## src/rtl/field_adder_arbiter_pkg.sv

```systemverilog
// Shared definitions for the field adder arbiter: FSM state encoding and
// the field arithmetic constants (element width and modulus).
package field_adder_arbiter_pkg;

  // Field elements are F_NBITS wide and always held in [0, FIELD_Q).
  localparam int F_NBITS = 16;
  localparam logic [F_NBITS-1:0] FIELD_Q = 16'd65521;

  typedef enum logic [1:0] {
    ST_IDLE = 2'd0,
    ST_WAIT = 2'd1,
    ST_ACK  = 2'd2
  } arb_state_t;

endpackage

```

## src/rtl/field_adder_arbiter_adder.sv

```systemverilog
// field_adder: two-stage modular adder, c = (a + b) mod FIELD_Q.
// o_ready drops when a new operation is launched and rises two cycles after
// i_en, then stays high until the next launch.
module field_adder
  import field_adder_arbiter_pkg::*;
(
  input  logic               i_clk,
  input  logic               i_rstb,
  input  logic               i_en,
  input  logic [F_NBITS-1:0] i_a,
  input  logic [F_NBITS-1:0] i_b,
  output logic [F_NBITS-1:0] o_c,
  output logic               o_ready
);

  logic [F_NBITS:0]   r_sum;
  logic               r_v1;
  logic [F_NBITS-1:0] r_c;
  logic               r_ready;
  logic [F_NBITS-1:0] w_red;

  // Both inputs are below FIELD_Q, so a single conditional subtract reduces;
  // the difference fits in F_NBITS bits whenever it is selected.
  assign w_red = r_sum[F_NBITS-1:0] - FIELD_Q;

  // Stage 1 forms the raw sum, stage 2 reduces it and raises ready.
  always_ff @(posedge i_clk or negedge i_rstb) begin
    if (!i_rstb) begin
      r_sum   <= '0;
      r_v1    <= 1'b0;
      r_c     <= '0;
      r_ready <= 1'b0;
    end else begin
      r_v1 <= i_en;
      if (i_en) begin
        r_sum <= {1'b0, i_a} + {1'b0, i_b};
      end
      if (i_en) begin
        r_ready <= 1'b0;
      end else if (r_v1) begin
        r_ready <= 1'b1;
        r_c     <= (r_sum >= {1'b0, FIELD_Q}) ? w_red : r_sum[F_NBITS-1:0];
      end
    end
  end

  assign o_c     = r_c;
  assign o_ready = r_ready;

endmodule

```

## src/rtl/field_adder_arbiter_pick.sv

```systemverilog
// arb_rr_pick: combinational round-robin winner selection.
// Scans requests starting at i_ptr+1 and wrapping from nReq-1 to 0.
// With FIELD_ADDER_ARB_PRIO0_EN defined, requester 0 overrides the scan.
module arb_rr_pick #(
  parameter int nReq     = 4,
  parameter int nReqBits = $clog2(nReq)
) (
  input  logic [nReq-1:0]     i_req,
  input  logic [nReqBits-1:0] i_ptr,
  output logic [nReqBits-1:0] o_winner,
  output logic                o_valid
);

  int                  w_idx;
  logic [nReqBits-1:0] w_idx_b;

  // First asserted request after the pointer wins; optional prio-0 override.
  always_comb begin
    o_valid  = 1'b0;
    o_winner = '0;
    w_idx    = 0;
    w_idx_b  = '0;
    for (int i = 1; i <= nReq; i++) begin
      w_idx = int'(i_ptr) + i;
      if (w_idx >= nReq) begin
        w_idx = w_idx - nReq;
      end
      w_idx_b = nReqBits'(w_idx);
      if (!o_valid && i_req[w_idx_b]) begin
        o_valid  = 1'b1;
        o_winner = w_idx_b;
      end
    end
`ifdef FIELD_ADDER_ARB_PRIO0_EN
    if (i_req[0]) begin
      o_valid  = 1'b1;
      o_winner = '0;
    end
`endif
  end

endmodule

```

## src/rtl/field_adder_arbiter.sv

```systemverilog
// field_adder_arbiter: shares one field_adder among nReq requesters.
// Requests are level signals held until a one-cycle ack; the arbiter grants
// round-robin, launches one modular add and returns the sum on o_c_out.
// Optional macro FIELD_ADDER_ARB_PRIO0_EN: requester 0 gets strict priority
// and serving it leaves the round-robin pointer untouched.
//
//  state   | meaning
//  ST_IDLE | no op in flight; arbitrate and latch the winner's operands
//  ST_WAIT | adder running; wait for a fresh ready, latch result
//  ST_ACK  | pulse ack for the granted requester for one cycle
module field_adder_arbiter
  import field_adder_arbiter_pkg::*;
#(
  parameter int nReq     = 4,
  parameter int nReqBits = $clog2(nReq)
) (
  input  logic                            i_clk,
  input  logic                            i_rst,
  input  logic [nReq-1:0]                 i_req,
  input  logic [nReq-1:0][F_NBITS-1:0]    i_a_in,
  input  logic [nReq-1:0][F_NBITS-1:0]    i_b_in,
  output logic [nReq-1:0]                 o_ack,
  output logic [F_NBITS-1:0]              o_c_out,
  output logic [nReqBits-1:0]             o_grant,
  output logic                            o_busy
);

  if (nReq < 2) begin : g_bad_nreq
    $error("field_adder_arbiter: nReq must be at least 2");
  end
  if (nReqBits != $clog2(nReq)) begin : g_bad_nreqbits
    $error("field_adder_arbiter: nReqBits is derived from nReq and must not be overridden");
  end

  arb_state_t          r_state;
  arb_state_t          w_next;
  logic [nReqBits-1:0] r_ptr;
  logic [nReqBits-1:0] r_grant;
  logic [F_NBITS-1:0]  r_op_a;
  logic [F_NBITS-1:0]  r_op_b;
  logic                r_en_add;
  logic [F_NBITS-1:0]  r_c_out;

  logic [nReqBits-1:0] w_pick;
  logic                w_pick_valid;
  logic [F_NBITS-1:0]  w_add_c;
  logic                w_add_ready;
  logic                w_add_done;
  logic                w_rst_b;

  assign w_rst_b = ~i_rst;

  arb_rr_pick #(
    .nReq     (nReq),
    .nReqBits (nReqBits)
  ) u_pick (
    .i_req    (i_req),
    .i_ptr    (r_ptr),
    .o_winner (w_pick),
    .o_valid  (w_pick_valid)
  );

  field_adder u_add (
    .i_clk   (i_clk),
    .i_rstb  (w_rst_b),
    .i_en    (r_en_add),
    .i_a     (r_op_a),
    .i_b     (r_op_b),
    .o_c     (w_add_c),
    .o_ready (w_add_ready)
  );

  // Ready is still high from the previous op during the launch cycle, so it
  // only counts once the launch pulse has gone.
  assign w_add_done = ~r_en_add & w_add_ready;

  // State register.
  always_ff @(posedge i_clk or posedge i_rst) begin
    if (i_rst) begin
      r_state <= ST_IDLE;
    end else begin
      r_state <= w_next;
    end
  end

  // Next-state logic.
  always_comb begin
    w_next = r_state;
    case (r_state)
      ST_IDLE: if (w_pick_valid) w_next = ST_WAIT;
      ST_WAIT: if (w_add_done)   w_next = ST_ACK;
      ST_ACK:                    w_next = ST_IDLE;
      default:                   w_next = ST_IDLE;
    endcase
  end

  // Grant/operand capture, adder launch pulse, result and pointer update.
  always_ff @(posedge i_clk or posedge i_rst) begin
    if (i_rst) begin
      r_ptr    <= nReqBits'(nReq - 1);
      r_grant  <= '0;
      r_op_a   <= '0;
      r_op_b   <= '0;
      r_en_add <= 1'b0;
      r_c_out  <= '0;
    end else begin
      r_en_add <= 1'b0;
      if (r_state == ST_IDLE && w_pick_valid) begin
        r_grant  <= w_pick;
        r_op_a   <= i_a_in[w_pick];
        r_op_b   <= i_b_in[w_pick];
        r_en_add <= 1'b1;
      end
      if (r_state == ST_WAIT && w_add_done) begin
        r_c_out <= w_add_c;
`ifdef FIELD_ADDER_ARB_PRIO0_EN
        if (r_grant != '0) begin
          r_ptr <= r_grant;
        end
`else
        r_ptr <= r_grant;
`endif
      end
    end
  end

  // One-hot ack for the served requester while in ST_ACK.
  always_comb begin
    o_ack = '0;
    if (r_state == ST_ACK) begin
      o_ack[r_grant] = 1'b1;
    end
  end

  assign o_c_out = r_c_out;
  assign o_grant = r_grant;
  assign o_busy  = (r_state != ST_IDLE);

endmodule

```

## config.mk

```make
export PLATFORM = sky130hd
export DESIGN_NAME = field_adder_arbiter
export DESIGN_NICKNAME = d
export VERILOG_FILES = /design/src/rtl/field_adder_arbiter_pkg.sv /design/src/rtl/field_adder_arbiter_adder.sv /design/src/rtl/field_adder_arbiter_pick.sv /design/src/rtl/field_adder_arbiter.sv
export SDC_FILE = /design/constraint.sdc
export NUM_CORES = 1
export LEC_CHECK = 0
export CAP_MARGIN = 0
export CORE_ASPECT_RATIO = 1.5
export CORE_MARGIN = 5
export CORE_UTILIZATION = 54
export CTS_CLUSTER_SIZE = 24
export DETAILED_ROUTE_END_ITERATION = 10
export GPL_ROUTABILITY_DRIVEN = 0
export GPL_TIMING_DRIVEN = 1
export PLACE_DENSITY_LB_ADDON = 0.15
export REMOVE_ABC_BUFFERS = 1
export SETUP_SLACK_MARGIN = 0.15
export SYNTH_ARGS = -nofsm -noshare
export SYNTH_HDL_FRONTEND = slang
export SYNTH_SLANG_ARGS = --single-unit
```

## constraint.sdc

```tcl
create_clock -name i_clk -period 6.71 [get_ports i_clk]
set_clock_uncertainty 0.15 [all_clocks]
set_input_delay 1.6775 -clock i_clk [delete_from_list [all_inputs] [get_ports i_clk]]
set_output_delay 1.6775 -clock i_clk [all_outputs]
set_load 0.01 [all_outputs]
```

==> impl_metrics.ini <==
[hold_path]
hp-class = flip-flop to flip-flop
hold-path-endpoint = u_add.o_c[0]
min_from = u_add.o_c[0]
hold_depth = 2

[logic_synthesis]
synth_top_family_by_area = compound AO/OA/AOI/OAI gates
synthSimpleGateAreaFrac_pct = 14.34
ys.flop_type = dfrtp_1
synth-compound-area-share_pct = 31.41
yosysTopAreaCell = dfrtp_1
ys_ff_latch = 90
yosys.area_share.xor_xnor_pct = 0.4340
synth_async_sr_flop_share_pct = 100.0
synth_common_cells = dfrtp_1 (88), inv_1 (79), a31oi_1 (76), a211oi_1 (69), nand2_1 (58)
synthMuxAreaShare_pct = 3.885
ys_seq_area_share_pct = 37.24
syn_inst = 714
synth.area.top_cells = dfrtp_1 (36%), a211oi_1 (8.6%), a31oi_1 (7.9%)
synthAdderAreaFrac_pct = 4.050
ys_types = 62
synth_top_area_share_pct = 36.37
synth_edf_count = 0
mappedNetlistArea_um2 = 6055
avgSynthCellArea_um2 = 8.480
yosysMostFrequentCell = dfrtp_1
yosys_warnings = 0

[critical_path]
timing.rr.end = r_op_a[3]
reg2reg_depth = 6
endpoint_kind = flip-flop
critPathBufInv = 2
startpoint = i_req[3]
crit_arrival_ns = 4.72
critPathRequiredTime_ns = 6.81
crit_slowest_cell = and3_2
worstSetupPathType = input port to flip-flop
cp-start-kind = input port
critPathMaxStageDelay_ns = 1.06
cp_top_family = simple AND/OR/NAND/NOR gates
crit_path_max_fanout = 65
ff2ff_setup_slack_ns = 3.51
worstPathCellList = clkdlybuf4s50_1 -> nor2b_1 -> o21ai_4 -> buf_4 -> and3_2 -> a211oi_1 -> o31ai_1
r2r_start = r_ptr[0]

[power]
powerDensity_nw_per_um2 = 451.8
leakagePower_nw = 3.305
ir_worst_vdd_mv = 0.2370

[detailed_routing]
first_iter_violations = 367
viasPerCell = 6.205
drc = 0
vias = 6112
post_drt_wl_per_cell_um = 16.86
drtPass1Iterations = 5
wl_um = 16610
ant_nets = 0

[clock_tree]
post_cts_resized = 0
post-cts-setup-buffer-count = 0
cts.hold.buffers_added = 0
cts.sinks = 90
cts_buffer_depth = 2
cts-htree-levels = 3
numCtsBuffers = 9
clk_pin_slew_ns = 0.07
clock_latency_ns = 0.35
cts_tree = done
clock-root-buffer = clkbuf_16

[cells_and_area]
final_area_um2 = 7969
layout.nets = 986
final_util_pct = 72.47
syn2layout_area_growth_pct = 31.62
layout-drive-gt1-share_pct = 7.160
num_antenna_cells = 0

[sta]
rsz0062_at_grt = false
hold_viol_final = 0
min_period_ns = 4.624
max_freq_ghz = 0.2163
slew_headroom_pct = 19.97
worst_hold_slack_ns = 0.3327
tightest_slew_ns = 1.199
drv_slew = 0
period_share_pct = 68.92
finalSetupViolCount = 0

[floorplanning]
die_h_um = 139.7
ios = 157
die_area_um2 = 13470
core_area_um2 = 11000
rows = 47
die_w_um = 96.46
initial_utilization_pct = 55.06

[global_route]
grt_usage_pct = 25.16
grt_overflow = 0
grt_max_degree = 70
grt_pass1_vias = 5984
antenna_found_initial = 0
grt_pass1_wl_um = 27890

[outcome]
outcome = completed

[job]
maxCapViolCount = 0

[place]
dp_hpwl_um = 12200
placed_cell_area_um2 = 7681
io_buffers = 156
state kept, by name, summed over array words and instances, names as in the netlist, 2 cells and up:
register and count:
r_op_a 16, o_c_out 16, r_op_b 16, o_grant 2, u_add.r_sum 17, u_add.o_c 16, r_state 2, r_ptr 2
final cells by class:
cell class                 instances  area (um^2)
clock inverter                     7        62.56
tap                              147        183.9
timing repair buffer             164         1622
sequential                        90         2255
fill                             831         3028
inverter                          79        297.8
multi-input combinational        489         3323
clock buffer                       9        225.2
how the worst max path moves through the flow:
stage	end	slack [ns]	cells past startpoint
5_1_grt	r_op_b[10]	1.88	7
6_report	r_op_a[3]	2.09	7
3_3_place_gp	r_op_a[3]	1.94	7
2_1_floorplan	r_op_a[0]	-0.77	5
3_5_place_dp	r_op_a[3]	1.81	7
4_1_cts	r_op_a[3]	2.17	7
stage by stage:
step	setup WS, ns	total power, mW	TNS [ns]	instances
6_report	2.086	3.600	0	985
5_1_grt	1.884	3.895	0	985
4_1_cts	2.172	3.578	0	985
3_5_place_dp	1.808	3.077	0	969
3_3_place_gp	1.943	2.986	0	969
2_1_floorplan	-0.7673	2.439	-25.09	658
report_power, final:
| part | leakage [nW] | switching, mW | internal [mW] |
|---|---|---|---|
| logic | 2.10 | 1.14 | 0.896 |
| registers | 1.08 | 0.250 | 0.829 |
| clock network | 0.132 | 0.228 | 0.258 |
per-layer routing:
layer | vias up | global-route usage (%) | wire length [um]
met5 | - | 0 | 0
met2 | 282 | 42.69 | 8607
met4 | 0 | 11.01 | 576
li1 | 2916 | - | -
met3 | 56 | 2.808 | 918
met1 | 2858 | 31.65 | 6503
cells in the final DEF (no fill, tap or decap), drive strengths merged, types with 3 or more instances in the layout:
cell,instances
a211o,3
a211oi,69
a21o,7
a21oi,13
a31oi,76
and3,5
buf,8
clkbuf,9
clkdlybuf4s50,156
clkinvlp,3
dfrtp,88
ha,18
inv,81
mux2,20
nand2,58
nand2b,7
nand3,12
nand4,4
nor2,40
nor2b,6
nor3,8
nor4bb,3
o211ai,9
o21a,4
o21ai,25
o311ai,8
o31a,3
o31ai,36
or2,5
or3,6
or4,7
xnor2,3
cells by family (layout without fill, tap and decap cells):
kind of cell | count (synthesis) | count (layout)
compound gates | 273 | 273
xor+xnor | 3 | 3
fa+ha+maj | 19 | 19
buf+inv | 135 | 259
flops | 90 | 90
mux | 21 | 21
simple gates | 173 | 173
worst register-to-register path, delay by kind of cell (launching register included):
kind / cells / cell delay, ns
buffers and inverters: 1 / 0.52
flip-flops: 1 / 0.55
AND/OR/NAND/NOR: 2 / 1.20
AO/OA/AOI/OAI: 3 / 0.68
No activity file was read; power rests on OpenSTA's default activity.
